<file path="config.mk">
export PLATFORM = sky130hd
export DESIGN_NAME = prga_check
export DESIGN_NICKNAME = d
export VERILOG_FILES = /design/src/rtl/arc4_pkg.sv /design/src/rtl/pt_range_chk.sv /design/src/rtl/prga_check.sv
export SDC_FILE = /design/constraint.sdc
export NUM_CORES = 1
export LEC_CHECK = 0
export CORE_ASPECT_RATIO = 2
export CORE_UTILIZATION = 35
export DETAILED_ROUTE_END_ITERATION = 16
export MAX_ROUTING_LAYER = met4
export SLEW_MARGIN = 20
export SYNTH_ARGS = -nofsm -noshare
export SYNTH_HDL_FRONTEND = slang
export SYNTH_SLANG_ARGS = --single-unit
</file>
<file path="constraint.sdc">
create_clock -name clk -period 2.2 [get_ports clk]
set_input_delay 0.44 -clock clk [delete_from_list [all_inputs] [get_ports clk]]
set_output_delay 0.44 -clock clk [all_outputs]
set_load 0.05 [all_outputs]
</file>
<file path="src/rtl/arc4_pkg.sv">
// arc4_pkg: shared PRGA state encoding, byte width and default printable-range bounds.
package arc4_pkg;

    localparam int unsigned BYTE_W = 8;

    localparam logic [BYTE_W-1:0] CHK_LO_DEF = 8'h20;
    localparam logic [BYTE_W-1:0] CHK_HI_DEF = 8'h7E;

    typedef enum logic [2:0] {
        IDLE,
        RD_LEN,
        RD_SI,
        RD_SJ,
        WR_SWAP,
        RD_KS,
        WR_PT,
        DONE
    } prga_state_t;

    function automatic logic in_range(input logic [BYTE_W-1:0] b,
                                      input logic [BYTE_W-1:0] lo,
                                      input logic [BYTE_W-1:0] hi);
        return (b >= lo) && (b <= hi);
    endfunction

endpackage

</file>
<file path="src/rtl/pt_range_chk.sv">
// pt_range_chk: flags plaintext bytes outside [CHK_LO,CHK_HI]; sticky fail cleared on run start.
module pt_range_chk
    import arc4_pkg::*;
#(
    parameter logic [BYTE_W-1:0] CHK_LO = CHK_LO_DEF,
    parameter logic [BYTE_W-1:0] CHK_HI = CHK_HI_DEF
) (
    input  logic              clk,
    input  logic              rst_n,
    input  logic              i_clr,
    input  logic              i_vld,
    input  logic [BYTE_W-1:0] i_byte,
    output logic              o_bad_c,
    output logic              o_fail
);

    logic r_fail;

    assign o_bad_c = i_vld && !in_range(i_byte, CHK_LO, CHK_HI);

    always_ff @(posedge clk or negedge rst_n) begin
        if (!rst_n) begin
            r_fail <= 1'b0;
        end else if (i_clr) begin
            r_fail <= 1'b0;
        end else if (o_bad_c) begin
            r_fail <= 1'b1;
        end
    end

    assign o_fail = r_fail;

endmodule

</file>
<file path="src/rtl/prga_check.sv">
// prga_check: RC4 PRGA decrypt of ct RAM into pt RAM using S RAM, with printable-range verdict.
// Build option: define PRGA_EARLY_ABORT_EN to stop after writing the first out-of-range byte.
module prga_check
    import arc4_pkg::*;
#(
    parameter int unsigned       CT_AW  = 8,
    parameter logic [BYTE_W-1:0] CHK_LO = CHK_LO_DEF,
    parameter logic [BYTE_W-1:0] CHK_HI = CHK_HI_DEF
) (
    input  logic              clk,
    input  logic              rst_n,
    input  logic              en,
    output logic              rdy,
    output logic              ok,
    output logic [BYTE_W-1:0] s_addr,
    input  logic [BYTE_W-1:0] s_rddata,
    output logic [BYTE_W-1:0] s_wrdata,
    output logic              s_wren,
    output logic [CT_AW-1:0]  ct_addr,
    input  logic [BYTE_W-1:0] ct_rddata,
    output logic [CT_AW-1:0]  pt_addr,
    output logic [BYTE_W-1:0] pt_wrdata,
    output logic              pt_wren
);

`ifdef PRGA_EARLY_ABORT_EN
    localparam bit ABORT_EN = 1'b1;
`else
    localparam bit ABORT_EN = 1'b0;
`endif

    prga_state_t       r_state, w_state_nxt;
    logic              r_ph, w_ph_nxt;
    logic [BYTE_W-1:0] r_i, w_i_nxt, r_j, w_j_nxt, r_k, w_k_nxt, r_len, w_len_nxt;
    logic [BYTE_W-1:0] r_si, w_si_nxt, r_sj, w_sj_nxt;
    logic              r_rdy, w_rdy_nxt, r_ok, w_ok_nxt;
    logic [BYTE_W-1:0] r_s_addr, w_s_addr_nxt, r_s_wrdata, w_s_wrdata_nxt;
    logic              r_s_wren, w_s_wren_nxt, r_pt_wren, w_pt_wren_nxt;
    logic [CT_AW-1:0]  r_ct_addr, w_ct_addr_nxt, r_pt_addr, w_pt_addr_nxt;
    logic [BYTE_W-1:0] r_pt_wrdata, w_pt_wrdata_nxt;
    logic [BYTE_W-1:0] w_i_inc;
    logic              w_clr, w_chk_vld, w_bad_c, w_fail, w_abort_c;

    // Only pt[1..L] are judged; pt[0] carries the length.
    assign w_chk_vld = (r_state == WR_PT) && (r_k != '0);
    assign w_abort_c = ABORT_EN && w_bad_c;
    assign w_i_inc   = r_i + BYTE_W'(1);

    pt_range_chk #(
        .CHK_LO (CHK_LO),
        .CHK_HI (CHK_HI)
    ) u_range (
        .clk     (clk),
        .rst_n   (rst_n),
        .i_clr   (w_clr),
        .i_vld   (w_chk_vld),
        .i_byte  (r_pt_wrdata),
        .o_bad_c (w_bad_c),
        .o_fail  (w_fail)
    );

    // Each state names what is on the RAM buses or returning from them; reads land one cycle
    // after the address is driven, so address-wait cycles are the ph=0 half of a state.
    always_comb begin
        w_state_nxt     = r_state;
        w_ph_nxt        = r_ph;
        w_i_nxt         = r_i;
        w_j_nxt         = r_j;
        w_k_nxt         = r_k;
        w_len_nxt       = r_len;
        w_si_nxt        = r_si;
        w_sj_nxt        = r_sj;
        w_rdy_nxt       = r_rdy;
        w_ok_nxt        = r_ok;
        w_s_addr_nxt    = r_s_addr;
        w_s_wrdata_nxt  = r_s_wrdata;
        w_s_wren_nxt    = 1'b0;
        w_ct_addr_nxt   = r_ct_addr;
        w_pt_addr_nxt   = r_pt_addr;
        w_pt_wrdata_nxt = r_pt_wrdata;
        w_pt_wren_nxt   = 1'b0;
        w_clr           = 1'b0;

        case (r_state)
            IDLE: begin
                if (en) begin
                    w_state_nxt = RD_LEN;
                    w_rdy_nxt   = 1'b0;
                    w_ok_nxt    = 1'b0;
                    w_i_nxt     = '0;
                    w_j_nxt     = '0;
                    w_k_nxt     = '0;
                    w_ph_nxt    = 1'b0;
                    w_clr       = 1'b1;
                end
            end
            RD_LEN: begin
                w_len_nxt       = ct_rddata;
                w_pt_addr_nxt   = '0;
                w_pt_wrdata_nxt = ct_rddata;
                w_pt_wren_nxt   = 1'b1;
                w_i_nxt         = w_i_inc;
                w_s_addr_nxt    = w_i_inc;
                w_state_nxt     = WR_PT;
            end
            RD_SI: begin
                w_si_nxt     = s_rddata;
                w_j_nxt      = r_j + s_rddata;
                w_s_addr_nxt = r_j + s_rddata;
                w_ph_nxt     = 1'b0;
                w_state_nxt  = RD_SJ;
            end
            RD_SJ: begin
                if (!r_ph) begin
                    w_ph_nxt = 1'b1;
                end else begin
                    w_sj_nxt       = s_rddata;
                    w_s_wren_nxt   = 1'b1;
                    w_s_addr_nxt   = r_i;
                    w_s_wrdata_nxt = s_rddata;
                    w_ph_nxt       = 1'b0;
                    w_state_nxt    = WR_SWAP;
                end
            end
            WR_SWAP: begin
                if (!r_ph) begin
                    w_s_wren_nxt   = 1'b1;
                    w_s_addr_nxt   = r_j;
                    w_s_wrdata_nxt = r_si;
                    w_ph_nxt       = 1'b1;
                end else begin
                    w_s_addr_nxt = r_si + r_sj;
                    w_ph_nxt     = 1'b0;
                    w_state_nxt  = RD_KS;
                end
            end
            RD_KS: begin
                if (!r_ph) begin
                    w_ph_nxt = 1'b1;
                end else begin
                    w_pt_wren_nxt   = 1'b1;
                    w_pt_addr_nxt   = CT_AW'(r_k);
                    w_pt_wrdata_nxt = ct_rddata ^ s_rddata;
                    w_i_nxt         = w_i_inc;
                    w_s_addr_nxt    = w_i_inc;
                    w_ph_nxt        = 1'b0;
                    w_state_nxt     = WR_PT;
                end
            end
            WR_PT: begin
                if ((r_k == r_len) || w_abort_c) begin
                    w_s_addr_nxt  = '0;
                    w_ct_addr_nxt = '0;
                    w_pt_addr_nxt = '0;
                    w_state_nxt   = DONE;
                end else begin
                    w_k_nxt       = r_k + BYTE_W'(1);
                    w_ct_addr_nxt = CT_AW'(r_k + BYTE_W'(1));
                    w_state_nxt   = RD_SI;
                end
            end
            DONE: begin
                w_rdy_nxt   = 1'b1;
                w_ok_nxt    = !w_fail;
                w_state_nxt = IDLE;
            end
            default: begin
                w_state_nxt = IDLE;
            end
        endcase
    end

    always_ff @(posedge clk or negedge rst_n) begin
        if (!rst_n) begin
            r_state     <= IDLE;
            r_ph        <= 1'b0;
            r_i         <= '0;
            r_j         <= '0;
            r_k         <= '0;
            r_len       <= '0;
            r_si        <= '0;
            r_sj        <= '0;
            r_rdy       <= 1'b1;
            r_ok        <= 1'b0;
            r_s_addr    <= '0;
            r_s_wrdata  <= '0;
            r_s_wren    <= 1'b0;
            r_ct_addr   <= '0;
            r_pt_addr   <= '0;
            r_pt_wrdata <= '0;
            r_pt_wren   <= 1'b0;
        end else begin
            r_state     <= w_state_nxt;
            r_ph        <= w_ph_nxt;
            r_i         <= w_i_nxt;
            r_j         <= w_j_nxt;
            r_k         <= w_k_nxt;
            r_len       <= w_len_nxt;
            r_si        <= w_si_nxt;
            r_sj        <= w_sj_nxt;
            r_rdy       <= w_rdy_nxt;
            r_ok        <= w_ok_nxt;
            r_s_addr    <= w_s_addr_nxt;
            r_s_wrdata  <= w_s_wrdata_nxt;
            r_s_wren    <= w_s_wren_nxt;
            r_ct_addr   <= w_ct_addr_nxt;
            r_pt_addr   <= w_pt_addr_nxt;
            r_pt_wrdata <= w_pt_wrdata_nxt;
            r_pt_wren   <= w_pt_wren_nxt;
        end
    end

    assign rdy       = r_rdy;
    assign ok        = r_ok;
    assign s_addr    = r_s_addr;
    assign s_wrdata  = r_s_wrdata;
    assign s_wren    = r_s_wren;
    assign ct_addr   = r_ct_addr;
    assign pt_addr   = r_pt_addr;
    assign pt_wrdata = r_pt_wrdata;
    assign pt_wren   = r_pt_wren;

endmodule

</file>
# ---- Word-level counts from Yosys, hierarchy flattened
# Cells that the tools add are included.
dict set report word_totals {
  register_bits 97
  inputBits 19
  out_inout_bits 44
  word_cells 105
}
dict set report classes {
  n_addsub 4
  n_lt_le_gt_ge 2
  eq_ne 15
  n_mux 36
  bitwise 1
  n_reduce_logical 29
}
# cell n
set ops {}
lappend ops {{two-way mux 8 bit} 11}
lappend ops {{one-hot mux 8 bit (2 select lines)} 4}
lappend ops {{one-hot mux 8 bit (3 select lines)} 2}
lappend ops {{one-hot mux 8 bit (6 select lines)} 1}
lappend ops {{one-hot mux 3 bit (8 select lines)} 1}
lappend ops {{adder 8 x 1 -> 8 bit (second input constant)} 2}
lappend ops {{adder 8 bit} 2}
lappend ops {{two-way mux 3 bit} 5}
lappend ops {{== test 3 bit (second input constant)} 4}
lappend ops {{!= test 2 bit (second input constant)} 6}
lappend ops {{AND reduction 3 bit} 4}
lappend ops {{nonzero test 2 bit} 6}
lappend ops {{AND reduction 2 bit} 5}
lappend ops {{nonzero test 3 bit} 3}
lappend ops {{== test 8 bit} 1}
lappend ops {{>= comparator 8 x 6 -> 1 bit (second input constant)} 1}
lappend ops {{less-or-equal comparator 8 x 7 -> 1 bit (second input constant)} 1}
lappend ops {{one-hot mux 1 bit (2 select lines)} 4}
lappend ops {{AND reduction 4 bit} 2}
lappend ops {{nonzero test 8 bit} 1}
lappend ops {{XOR 8 bit} 1}
lappend ops {{two-way mux 1 bit} 7}
lappend ops {{== test 3 x 2 -> 1 bit (second input constant)} 2}
lappend ops {{nonzero test 6 bit} 1}
lappend ops {{other kinds (7)} 10}

# ---- Logic depth before layout (Yosys ltp)
# Gate-level depths: netlist (run 1).
dict set report logic_depth {
  ltp_word 6
  depth_mapped 10
  depth_no_buf 10
}

# ---- Cells and area by module
# From an unflattened synthesis (run 1), not the netlist that was laid out.
dict set report hier_totals {
  hier_cells 565
  hier_area_um2 5313.8
}
# module instances cells_each area_each_um2 seq_area_each_um2
set modules_own_cells {}
lappend modules_own_cells {prga_check 1 556 5242.5 2403.6}
lappend modules_own_cells {pt_range_chk 1 9 71.3 25.0}

# ---- Worst setup path after synthesis (run 1)
# No wires, ideal clock.
dict set report synth_timing {
  path_kind {input to register}
  from {input port s_rddata[0]}
  to {register r_s_addr[6], in the netlist s_addr[6]}
  setup_ns 0.121
  arrival_ns 1.962
  required_ns 2.079
  slack_ns 0.117
  cell_stages 9
  n_path_buf 0
  path_cell_list {ha_1 > fa_1 > a21oi_1 > o211ai_1 > a21oi_1 > xnor2_1 > nand2_1 > o311ai_0 > a22o_1}
}
dict set report synth_via {
  elab_chain_len 2
}
# item line
set synth_lines {}
lappend synth_lines {{from (decl)} prga_check.sv:16} ;# input logic [BYTE_W-1:0] s_rddata,
lappend synth_lines {{adder 8 bit} prga_check.sv:109} ;# w_s_addr_nxt = r_j + s_rddata;
lappend synth_lines {{one-hot mux 8 bit (6 select lines)} prga_check.sv:84} ;# case (r_state)
lappend synth_lines {{to (signal assigned)} prga_check.sv:203} ;# r_s_addr <= w_s_addr_nxt;
lappend synth_lines {{to (decl)} prga_check.sv:37} ;# logic [BYTE_W-1:0] r_s_addr, w_s_addr_nxt, r_s_wrdata, w_s_wrdata_nxt;
# Every way passes these cells.
# A chain may end at the register's enable or synchronous reset.

# ---- Final worst setup path (run 1)
dict set report layout_timing {
  from {register r_si[1]}
  to {register r_s_addr[5], in the netlist s_addr[5]}
}
dict set report layout_via {
  elab_chain_len 3
}
# item line
set layout_lines {}
lappend layout_lines {{from (decl)} prga_check.sv:35} ;# logic [BYTE_W-1:0] r_si, w_si_nxt, r_sj, w_sj_nxt;
lappend layout_lines {{from (signal assigned)} prga_check.sv:199} ;# r_si <= w_si_nxt;
lappend layout_lines {{adder 8 bit} prga_check.sv:132} ;# w_s_addr_nxt = r_si + r_sj;
lappend layout_lines {{two-way mux 8 bit} prga_check.sv:126} ;# if (!r_ph) begin
lappend layout_lines {{one-hot mux 8 bit (6 select lines)} prga_check.sv:84}
# Every way passes these cells.

==> out/qor.csv, run 1 <==
stage;metric;value;unit
floorplan;fp-row-count;63;
status;run_status;complete, no violations;
setup_path;critical_path.top_delay_family;compound AO/OA/AOI/OAI gates;
synth;async_flop_share;100.0;%
grt;antenna_found_initial;0;
clock_network;path_clk_slew;0.07;ns
synth;synth_cell_types;62;
cells_and_area;nets;683;
cells_and_area;antenna_cells;0;
place;port_buffers;62;
synth;netlist_instances;552;
setup_path;worstSetupStartpointType;flip-flop;
job;drv_cap;0;
sta;slew_headroom;60.55;%
power;total_leakage_power;3.084;nW
sta;hold_viol_final;0;
sta;fin_ws;0.07579;ns
cells_and_area;finalNonFillerCells;845;
setup_path;cp_slowest_cell;dfrtp_1;
cells_and_area;syn2layout_area_growth;27.67;%
setup_path;worstPathRequired;2.43;ns
synth;synth.largest_area_cell;dfrtp_1;
floorplan;die_area;15840;um^2
cells_and_area;num-fill-cells;1417;
sta;period_share;96.56;%
synth;yosysWarnings;0;
sta;clock.fmax;470.8;MHz
sta;tightest_slew;0.5911;ns
grt;grt_pass1_vias;4622;
clock_network;clock_latency;0.36;ns
clock_network;tritoncts;built;
grt;grt_pass1_wl;23560;um
grt;met1_usage;19.28;%
synth;synthTopCellsByArea;dfrtp_1 45%, nand2_1 6.3%, mux2_2 4.8%;
setup_path;cp_max_fo;3;
synth;ys_ff_latch;97;
clock_network;clockBufferDepth;2;
setup_path;crit_chain;ha_1 -> a21o_1 -> a221oi_2 -> xor2_1 -> a21oi_2 -> a2bb2oi_2 -> a21oi_1 -> o31ai_1;
sta;finClkSkew;0.01058;ns
place;post-place-cells;827;
synth;ys.flop_type;dfrtp_1;
hold_path;hold_path_class;input port to asynchronous set/reset pin;
drt;firstDrtPassIters;5;
clock_network;numCtsBuffers;9;
drt;avgRoutedWirePerCell;17.36;um
power;peakVddDrop;0.7149;mV
power;finalPower;11.53;mW
synth;synth_top_area_share;44.84;%
grt;grt_max_degree;42;
drt;vias;4380;
floorplan;start_util;35.96;%
setup_path;arrival;2.36;ns
synth;synth.cells.most_frequent;96 x dfrtp_1, 90 x nand2_1, 32 x o21ai_1;
grt;grt.busiest_layer;met2;
floorplan;fp.dieH;177.0;um
power;p_per_area;1686;nW/um^2
setup_path;path_buf_inv;0;
drt;drt-total-wl;14670;um
drt;viasPerCell;5.183;
drt;drt_iter0_markers;259;
power;clockPowerShare;15.4;%
power;swShare;46.07;%
place;place_congestion;0.8712;
power;p_switching;5.313;mW
sta;rsz0062_at_grt;true;
clock_network;cts_sinks;97;
grt;overflow;0;
sta;drv_slew;0;
place;pre_cts_slack;-0.5488;ns
drt;drc;0;
floorplan;fp.dieW;89.49;um
power;p_int;6.219;mW
grt;use_met3;2.519;%
setup_path;critical-path-max-stage-delay;0.40;ns
drt;ant_nets;0;
floorplan;pin_count;63;
clock_network;postCtsHoldBufs;0;
synth;syn_avg_cell_area;9.706;um^2
setup_path;crit_path_end_kind;flip-flop;
power;combPwrFrac;57.3;%
setup_path;critPathKind;flip-flop to flip-flop;
synth;yosysMostFrequentCell;dfrtp_1;
synth;synth_edf_count;0;
cells_and_area;drive_gt1_share;19.23;%
clock_network;htreeDepth;3;
synth;ys_seq_area_share;45.33;%
grt;grt_usage;20.88;%
power;seq_power_share;27.4;%
synth;netlist_area;5358;um^2
synth;syn_nets;590;
sta;setup_viol;0;
clock_network;clockRootBuffer;clkbuf_16;
sta;period_needed;2.124;ns
floorplan;coreArea;14900;um^2
place;hpwl;11490;um
grt;use_met2;39.69;%
## cells in the final DEF, fill, tap and decap left out, drive strengths merged, types with 2 or more instances in the layout
cell type / count
o31ai: 6
nor3: 5
xor2: 24
bufinv: 2
o21a: 2
nor2: 33
clkbuf: 9
xnor2: 15
fa: 2
nor2b: 2
nor3b: 2
nand2b: 6
o21ai: 64
mux2: 23
a221oi: 2
ha: 17
inv: 21
nand4: 3
a211oi: 3
o21bai: 2
a31oi: 5
nand3: 12
dfrtp: 96
and3: 9
buf: 50
a21o: 10
clkdlybuf4s50: 58
a22o: 7
a21oi: 26
nand2: 93
o22ai: 6
mux2i: 13
nor4: 4
## state kept, by name, summed over array words and instances, names as in the netlist, 3 cells and up
name / cells
ct_addr: 8
pt_addr: 8
pt_wrdata: 8
r_i: 8
r_j: 8
r_k: 8
r_len: 8
r_si: 8
r_sj: 8
s_addr: 8
s_wrdata: 8
r_state: 3
## timing repair
item | in CTS | in global routing
pin swaps | 0 | 12
setup endpoints to repair | 4 | 4
setup buffers | 0 | 2
hold endpoints to repair | 0 | 0
gates resized for setup | 5 | 16
## power groups by stage
stage                     Combinational (mW)  Clock (mW)  Sequential, mW
final                                   6.60        1.77            3.15
after global placement                  6.25           0            3.13
after floorplan                         3.60           0            3.91
after CTS                               6.43        1.81            3.13
after global routing                    7.19        1.88            3.24
after detailed placement                6.38           0            3.16
## worst reg2reg max path, cell delays in order, from the launching register on
cell and delay (ns):
dfrtp_1 0.40, ha_1 0.30, a21o_1 0.19, a221oi_2 0.31, xor2_1 0.32, a21oi_2 0.12
a2bb2oi_2 0.15, a21oi_1 0.13, o31ai_1 0.08
## stage by stage
step           hold slack (ns)  instance area, um^2  utilization [%]  TNS (ns)
2_1_floorplan           0.1444                 5358                -         0
3_3_place_gp            0.4625                 6407            43.01    -2.887
3_5_place_dp            0.4650                 6407            43.01    -3.508
4_1_cts                0.07838                 6751            45.32         0
5_1_grt                0.09776                 6840            45.91  -0.03525
6_report               0.05370                 6840            45.91         0
## final timing paths
check	startpoint	endpoint	slack [ns]	depth (start not counted)
worst max-delay path	r_si[1]	s_addr[5]	0.08	8
worst min-delay path	rst_n	pt_addr[7]	0.05	1
worst max register to register	r_si[1]	s_addr[5]	0.08	8
worst min register to register	ct_addr[1]	ct_addr[1]	0.48	2
max in group asynchronous	rst_n	s_wrdata[6]	1.49	2
min in group clk	ct_addr[1]	ct_addr[1]	0.48	2
## final cells by class
class	instances	area [um^2]	share of cell area (%)
clock inverter	7	107.6	1.573
timing repair buffer	110	993.5	14.52
inverter	17	63.81	0.9329
multi-input combinational	410	2778	40.61
sequential	97	2429	35.50
clock buffer	9	225.2	3.292
tap	195	244.0	3.567
## per-layer routing
layer / part of all wire [%] / vias to the layer above
met2: 59 / 76
met4: 4.3 / 0
met1: 35 / 2160
met3: 1.8 / 32
met5: 0 / -
li1: - / 2112
## logic make-up after synthesis
family | count (synthesis) | synth area share (%)
buffers and inverters | 45 | 4.320
DFF | 97 | 45.33
xor gates and xnor gates | 39 | 6.376
AOI/OAI and AO/OA | 144 | 16.67
adders and majority gates | 19 | 4.717
and+or+nand+nor | 172 | 15.32
muxes | 36 | 7.263
No activity file was read; power rests on OpenSTA's default activity.
==> run 2, diff against run 1 <==
--- a/config.mk
+++ b/config.mk
@@ -12,4 +12,5 @@
 export SLEW_MARGIN = 20
 export SYNTH_ARGS = -nofsm -noshare
 export SYNTH_HDL_FRONTEND = slang
+export SYNTH_HIERARCHICAL = 1
 export SYNTH_SLANG_ARGS = --single-unit
==> run 2 against run 1 <==
  * The run now ends with setup timing left
  * Worst setup slack lost 0.11 ns
  * Combinational power grew 6.8%
  * Area after synthesis shrank 0.96%
  * Global-route usage shrank 0.19 points
  * Clock-buffer cell count grew 2
  * Clock skew shrank 0.0010 ns
  * Utilization grew 1.6 points
  * Register-to-register slack lost 0.11 ns
  * Fmax shrank 5.0%
  * Wire length grew 1.5%
  * Worst hold slack lost 0.048 ns
  * Critical endpoint is now s_addr[6]
==> out/qor.csv, run 2 <==
stage;metric;value;unit;change
cells_and_area;final_common_cell;nand2_1;;
setup_path;crit_path_end_kind;flip-flop;;
power;total_leakage_power;3.109;nW;+0.82%
sta;fin_ws;-0.03504;ns;-0.1108 ns
clock_network;postCtsHoldBufs;0;;unchanged
floorplan;start_util;35.81;%;-0.15 points
drt;drc;0;;unchanged
clock_network;path_clk_slew;0.07;ns;about the same
setup_path;critPathKind;flip-flop to flip-flop;;
drt;ant_nets;0;;unchanged
setup_path;critical_path.top_delay_family;adder cells;;
sta;tightest_slew;0.5202;ns;-0.07096 ns
drt;drt_iter0_markers;237;;-8.5%
setup_path;cp-startpoint;r_si[0];;
cells_and_area;post-route-util;47.52;%;+1.6 points
clock_network;cts_sinks;97;;unchanged
place;hpwl;11450;um;-0.37%
sta;slew_headroom;65.21;%;+4.7 points
hold_path;hold_path_class;input port to asynchronous set/reset pin;;
grt;grt_pass1_vias;4600;;-0.48%
clock_network;clockBufferDepth;2;;unchanged
setup_path;reg2reg_from;r_si[0];;
setup_path;cp_max_fo;2;;-1
grt;overflow;0;;unchanged
power;finalPower;11.89;mW;+3.1%
place;place_congestion;0.9005;;+3.4%
power;p_per_area;1688;nW/um^2;+0.12%
sta;hold_viol_final;0;;unchanged
clock_network;tritoncts;built;;
cells_and_area;finalNonFillerCells;869;;+2.8%
clock_network;clockRootBuffer;clkbuf_16;;
place;place_area;6486;um^2;+1.2%
setup_path;crit_chain;ha_2 -> buf_4 -> inv_2 -> fa_2 -> nor2b_4 -> nor3_2 -> o21bai_1 -> a21oi_2 -> xnor2_2 -> a211oi_4 -> o31ai_2;;
grt;antenna_found_initial;0;;unchanged
grt;grt_usage;20.69;%;-0.19 points
sta;clock.fmax;447.4;MHz;-5.0%
floorplan;pin_count;63;;unchanged
power;peakVddDrop;0.7648;mV;+7.0%
place;post-place-cells;852;;+3.0%
synth;yosysWarnings;6;;+6
drt;firstDrtPassIters;4;;-1
sta;rsz0062_at_grt;true;;
floorplan;fp.dieW;89.07;um;-0.47%
cells_and_area;drive_gt1_share;20.62;%;+1.4 points
setup_path;worstPathRequired;2.46;ns;+0.03 ns
sta;drv_slew;0;;unchanged
job;drv_cap;0;;unchanged
sta;setup_viol;1;;+1
cells_and_area;nets;707;;+3.5%
setup_path;path_buf_inv;2;;+2
place;port_buffers;62;;unchanged
floorplan;coreArea;14820;um^2;-0.53%
sta;period_share;101.6;%;+5.0 points
status;violations;setup timing;;
floorplan;fp-row-count;63;;unchanged
grt;grt_max_degree;31;;-26%
drt;vias;4522;;+3.2%
cells_and_area;design_area;7042;um^2;+2.9%
synth;syn_avg_cell_area;9.408;um^2;-3.1%
setup_path;arrival;2.50;ns;+0.14 ns
cells_and_area;antenna_cells;0;;unchanged
clock_network;htreeDepth;3;;unchanged
drt;drt-total-wl;14890;um;+1.5%
synth;netlist_area;5306;um^2;-0.96%
cells_and_area;layout_common_cells;107 x nand2_1, 96 x dfrtp_1, 58 x clkdlybuf4s50_1;;
sta;finClkSkew;0.009576;ns;-0.0009986 ns
drt;avgRoutedWirePerCell;17.13;um;-1.3%
status;run_status;finished with violations;;
clock_network;clock_latency;0.36;ns;about the same
drt;viasPerCell;5.204;;+0.39%
floorplan;fp.dieH;176.1;um;-0.47%
floorplan;die_area;15690;um^2;-0.94%
synth;netlist_instances;564;;+2.2%
setup_path;worstSetupStartpointType;flip-flop;;
setup_path;cp_slowest_cell;dfrtp_1;;
cells_and_area;syn2layout_area_growth;32.70;%;
grt;grt_pass1_wl;23430;um;-0.53%
sta;period_needed;2.235;ns;+0.1108 ns
synth;syn_nets;602;;+2.0%
clock_network;numCtsBuffers;9;;unchanged
setup_path;critical-path-max-stage-delay;0.40;ns;about the same
==> run 2: worst paths after layout <==
check / depth (start not counted) / slack [ns] / endpoint
min in group clk: 1 / 0.48 / ct_addr[7]
max in group asynchronous: 2 / 1.64 / rdy
min reg2reg: 1 / 0.48 / ct_addr[7]
max: 11 / -0.04 / s_addr[6]
max reg2reg: 11 / -0.04 / s_addr[6]
min: 1 / 0.006 / pt_addr[4]
==> run 2: what timing repair did <==
item / in CTS / in global routing
endpoints found under the setup margin: 5 / 8
buffers inserted: 1 / 1
resized for setup: 10 / 36
endpoints found under the hold margin: 0 / 0
pin swaps: 6 / 21
==> run 2: metrics by stage <==
step	hold WS (ns)	TNS [ns]	setup WS, ns
final	0.005600	-0.03504	-0.03504
after global routing	0.01538	-0.3350	-0.2068
after CTS	0.009547	0	0.01390
after detailed placement	0.3941	-3.998	-0.5463
after global placement	0.3833	-3.706	-0.5296
after floorplan	0.1444	0	0.04153
==> run 2: layout make-up <==
type / instances / area, um^2
tap: 195 / 244.0
timing repair buffer: 121 / 1097
inverter: 14 / 52.55
fill: 1435 / 7777
sequential: 97 / 2429
clock buffer: 11 / 252.7
multi-input combinational: 426 / 2898
clock inverter: 5 / 68.82
==> run 2: layer usage <==
layer / global-route usage [%] / part of all wire [%] / up-vias
li1: - / - / 2160
met1: 20.38 / 36 / 2172
met2: 36.25 / 54 / 139
met3: 2.712 / 3.2 / 51
met4: 14.68 / 7.4 / 0
met5: - / 0 / -
==> run 2: worst register-to-register path: stages (launching register included) <==
cell,delay (ns)
dfrtp_1,0.40
ha_2,0.21
buf_4,0.11
inv_2,0.03
fa_2,0.39
nor2b_4,0.14
nor3_2,0.05
o21bai_1,0.15
a21oi_2,0.10
xnor2_2,0.28
a211oi_4,0.10
o31ai_2,0.20
==> run 2: power by group <==
part           switching (mW)  total (mW)  internal, mW  leakage (nW)
sequential              0.630        3.13          2.50          1.23
combinational            4.11        7.05          2.94          1.72
clock                   0.743        1.71         0.964         0.156
total                    5.48        11.9          6.40          3.11
==> run 3, diff against run 2 <==
--- a/config.mk
+++ b/config.mk
@@ -6,9 +6,11 @@
 export NUM_CORES = 1
 export LEC_CHECK = 0
 export CORE_ASPECT_RATIO = 2
-export CORE_UTILIZATION = 35
+export CORE_UTILIZATION = 55
+export CTS_CLUSTER_DIAMETER = 120
 export DETAILED_ROUTE_END_ITERATION = 16
 export MAX_ROUTING_LAYER = met4
+export PLACE_DENSITY = 0.79
 export SLEW_MARGIN = 20
 export SYNTH_ARGS = -nofsm -noshare
 export SYNTH_HDL_FRONTEND = slang
==> run 3 against run 2 <==
  * Fmax increased by 3.5%
  * Via count grew 0.73%
  * Clock-buffer cell count up 1
  * Critical path type unchanged
  * Largest power group unchanged
  * Sequential share of layout area up 1.3 points
  * Sequential power is essentially flat
  * Register-to-register slack better by 0.08 ns
  * Critical path depth fell by 3
  * The flow now finishes without violations
  * Combinational power is 4.8% lower
==> out/qor.csv, run 3 (synthesized netlist as in run 2, its figures left out) <==
stage;metric;value;unit;change
power;peakVddDrop;1.199;mV;+57%
clock_network;path_clk_slew;0.07;ns;about the same
power;p_per_area;1696;nW/um^2;+0.46%
place;place_congestion;0.9628;;+6.9%
cells_and_area;syn2layout_area_growth;27.87;%;
floorplan;coreArea;9384;um^2;-37%
grt;grt_max_degree;43;;+39%
sta;drv_slew;0;;unchanged
cells_and_area;drive_gt1_share;18.96;%;-1.7 points
place;place_area;6350;um^2;-2.1%
sta;period_needed;2.159;ns;-0.07597 ns
sta;clock.fmax;463.2;MHz;+3.5%
setup_path;arrival;2.39;ns;-0.11 ns
cells_and_area;final_common_cell;nand2_1;;
floorplan;fp.dieH;140.9;um;-20%
setup_path;reg2reg_from;r_si[1];;
drt;vias;4555;;+0.73%
grt;antenna_found_initial;0;;unchanged
cells_and_area;finalNonFillerCells;779;;-10%
sta;finClkSkew;0.005874;ns;-0.003702 ns
floorplan;die_area;10070;um^2;-36%
setup_path;worstPathRequired;2.44;ns;-0.02 ns
sta;rsz0062_at_grt;true;;
cells_and_area;layout_common_cells;107 x nand2_1, 96 x dfrtp_1, 61 x buf_4;;
clock_network;clockRootBuffer;clkbuf_16;;
drt;ant_nets;0;;unchanged
drt;drt-total-wl;14110;um;-5.3%
setup_path;cp_max_fo;3;;+1
floorplan;fp.dieW;71.46;um;-20%
place;post-place-cells;760;;-11%
grt;overflow;0;;unchanged
cells_and_area;design_area;6785;um^2;-3.6%
clock_network;clockBufferDepth;2;;unchanged
drt;viasPerCell;5.847;;+12%
sta;period_share;98.14;%;-3.5 points
hold_path;hold_path_class;input port to asynchronous set/reset pin;;
cells_and_area;nets;708;;+0.14%
job;drv_cap;0;;unchanged
setup_path;cp-startpoint;r_si[1];;
setup_path;worstSetupStartpointType;flip-flop;;
cells_and_area;antenna_cells;0;;unchanged
floorplan;pin_count;63;;unchanged
sta;slew_headroom;63.07;%;-2.1 points
power;total_leakage_power;3.067;nW;-1.4%
drt;drc;0;;unchanged
clock_network;clock_latency;0.35;ns;about the same
setup_path;critPathKind;flip-flop to flip-flop;;
drt;drt_iter0_markers;297;;+25%
sta;hold_viol_final;0;;unchanged
setup_path;crit_path_end_kind;flip-flop;;
floorplan;start_util;56.55;%;+21 points
sta;tightest_slew;0.5539;ns;+0.03372 ns
place;hpwl;10870;um;-5.0%
status;run_status;complete, no violations;;
grt;grt_pass1_wl;22750;um;-2.9%
clock_network;tritoncts;built;;
clock_network;cts_sinks;97;;unchanged
place;port_buffers;62;;unchanged
drt;avgRoutedWirePerCell;18.11;um;+5.7%
sta;setup_viol;0;;-1
floorplan;fp-row-count;50;;-21%
clock_network;htreeDepth;3;;unchanged
grt;grt_usage;30.87;%;+10 points
drt;firstDrtPassIters;5;;+1
clock_network;numCtsBuffers;9;;unchanged
grt;grt_pass1_vias;4733;;+2.9%
==> run 3: cell type report <==
type,count,area [um^2]
Sequential cell,97,2429
Clock inverter,4,76.32
Clock buffer,12,246.5
Timing Repair Buffer,122,1076
Multi-Input combinational cell,426,2775
Inverter,14,52.55
Tap cell,104,130.1
Fill cell,702,2599
==> run 3: worst max-delay path: stages (launching register included) <==
cell      delay [ns]
dfrtp_1         0.40
ha_1            0.33
a211oi_2        0.25
o21bai_2        0.15
nor4_2          0.20
mux2i_1         0.23
o211ai_1        0.11
a311oi_1        0.27
o31ai_1         0.10
==> run 3: through the flow <==
| step | total power [mW] | setup slack (ns) | util (%) | hold slack [ns] | setup TNS, ns |
|---|---|---|---|---|---|
| final | 11.51 | 0.04093 | 72.31 | 0.06757 | 0 |
| after global routing | 12.15 | -0.07743 | 72.31 | 0.1174 | -0.2188 |
| after CTS | 11.24 | -0.001739 | 71.35 | 0.08805 | -0.001739 |
| after detailed placement | 9.474 | -0.7258 | 67.67 | 0.4597 | -4.881 |
| after global placement | 9.261 | -0.6870 | 67.67 | 0.4543 | -4.282 |
| after floorplan | 7.350 | 0.04153 | - | 0.1444 | 0 |
==> run 3: path summary, 6_finish.rpt <==
| check | to | depth (start not counted) | slack (ns) |
|---|---|---|---|
| setup / recovery | s_addr[7] | 8 | 0.04 |
| hold / removal | ct_addr[2] | 1 | 0.07 |
| setup reg to reg | s_addr[7] | 8 | 0.04 |
| hold reg to reg | ct_addr[7] | 1 | 0.47 |
| max in group asynchronous | r_j[3] | 2 | 1.45 |
| min in group clk | ct_addr[7] | 1 | 0.47 |
==> run 3: routing by layer <==
layer  part of all wire, %  global-route usage [%]  up-vias  routed length (um)
met3                   3.2                   5.432       67                 457
met5                     0                       -        -                   0
met1                    35                   29.28     2189                5005
met4                   6.5                   20.64        0                 921
met2                    55                   55.34      142                7721
li1                      -                       -     2157                   -
==> run 3: timing repair <==
item                                    4_1_cts  5_1_grt
resized for setup                             8       20
endpoints found under the setup margin        7        7
setup buffers                                 0        3
hold buffers                                  0        0
pin swaps                                     6       14
==> run 3: power breakdown <==
| group | internal [mW] | switching, mW | leakage (nW) |
|---|---|---|---|
| Combinational | 2.70 | 4.01 | 1.68 |
| Clock | 1.03 | 0.666 | 0.153 |
| Sequential | 2.50 | 0.603 | 1.23 |
| Total | 6.23 | 5.28 | 3.07 |
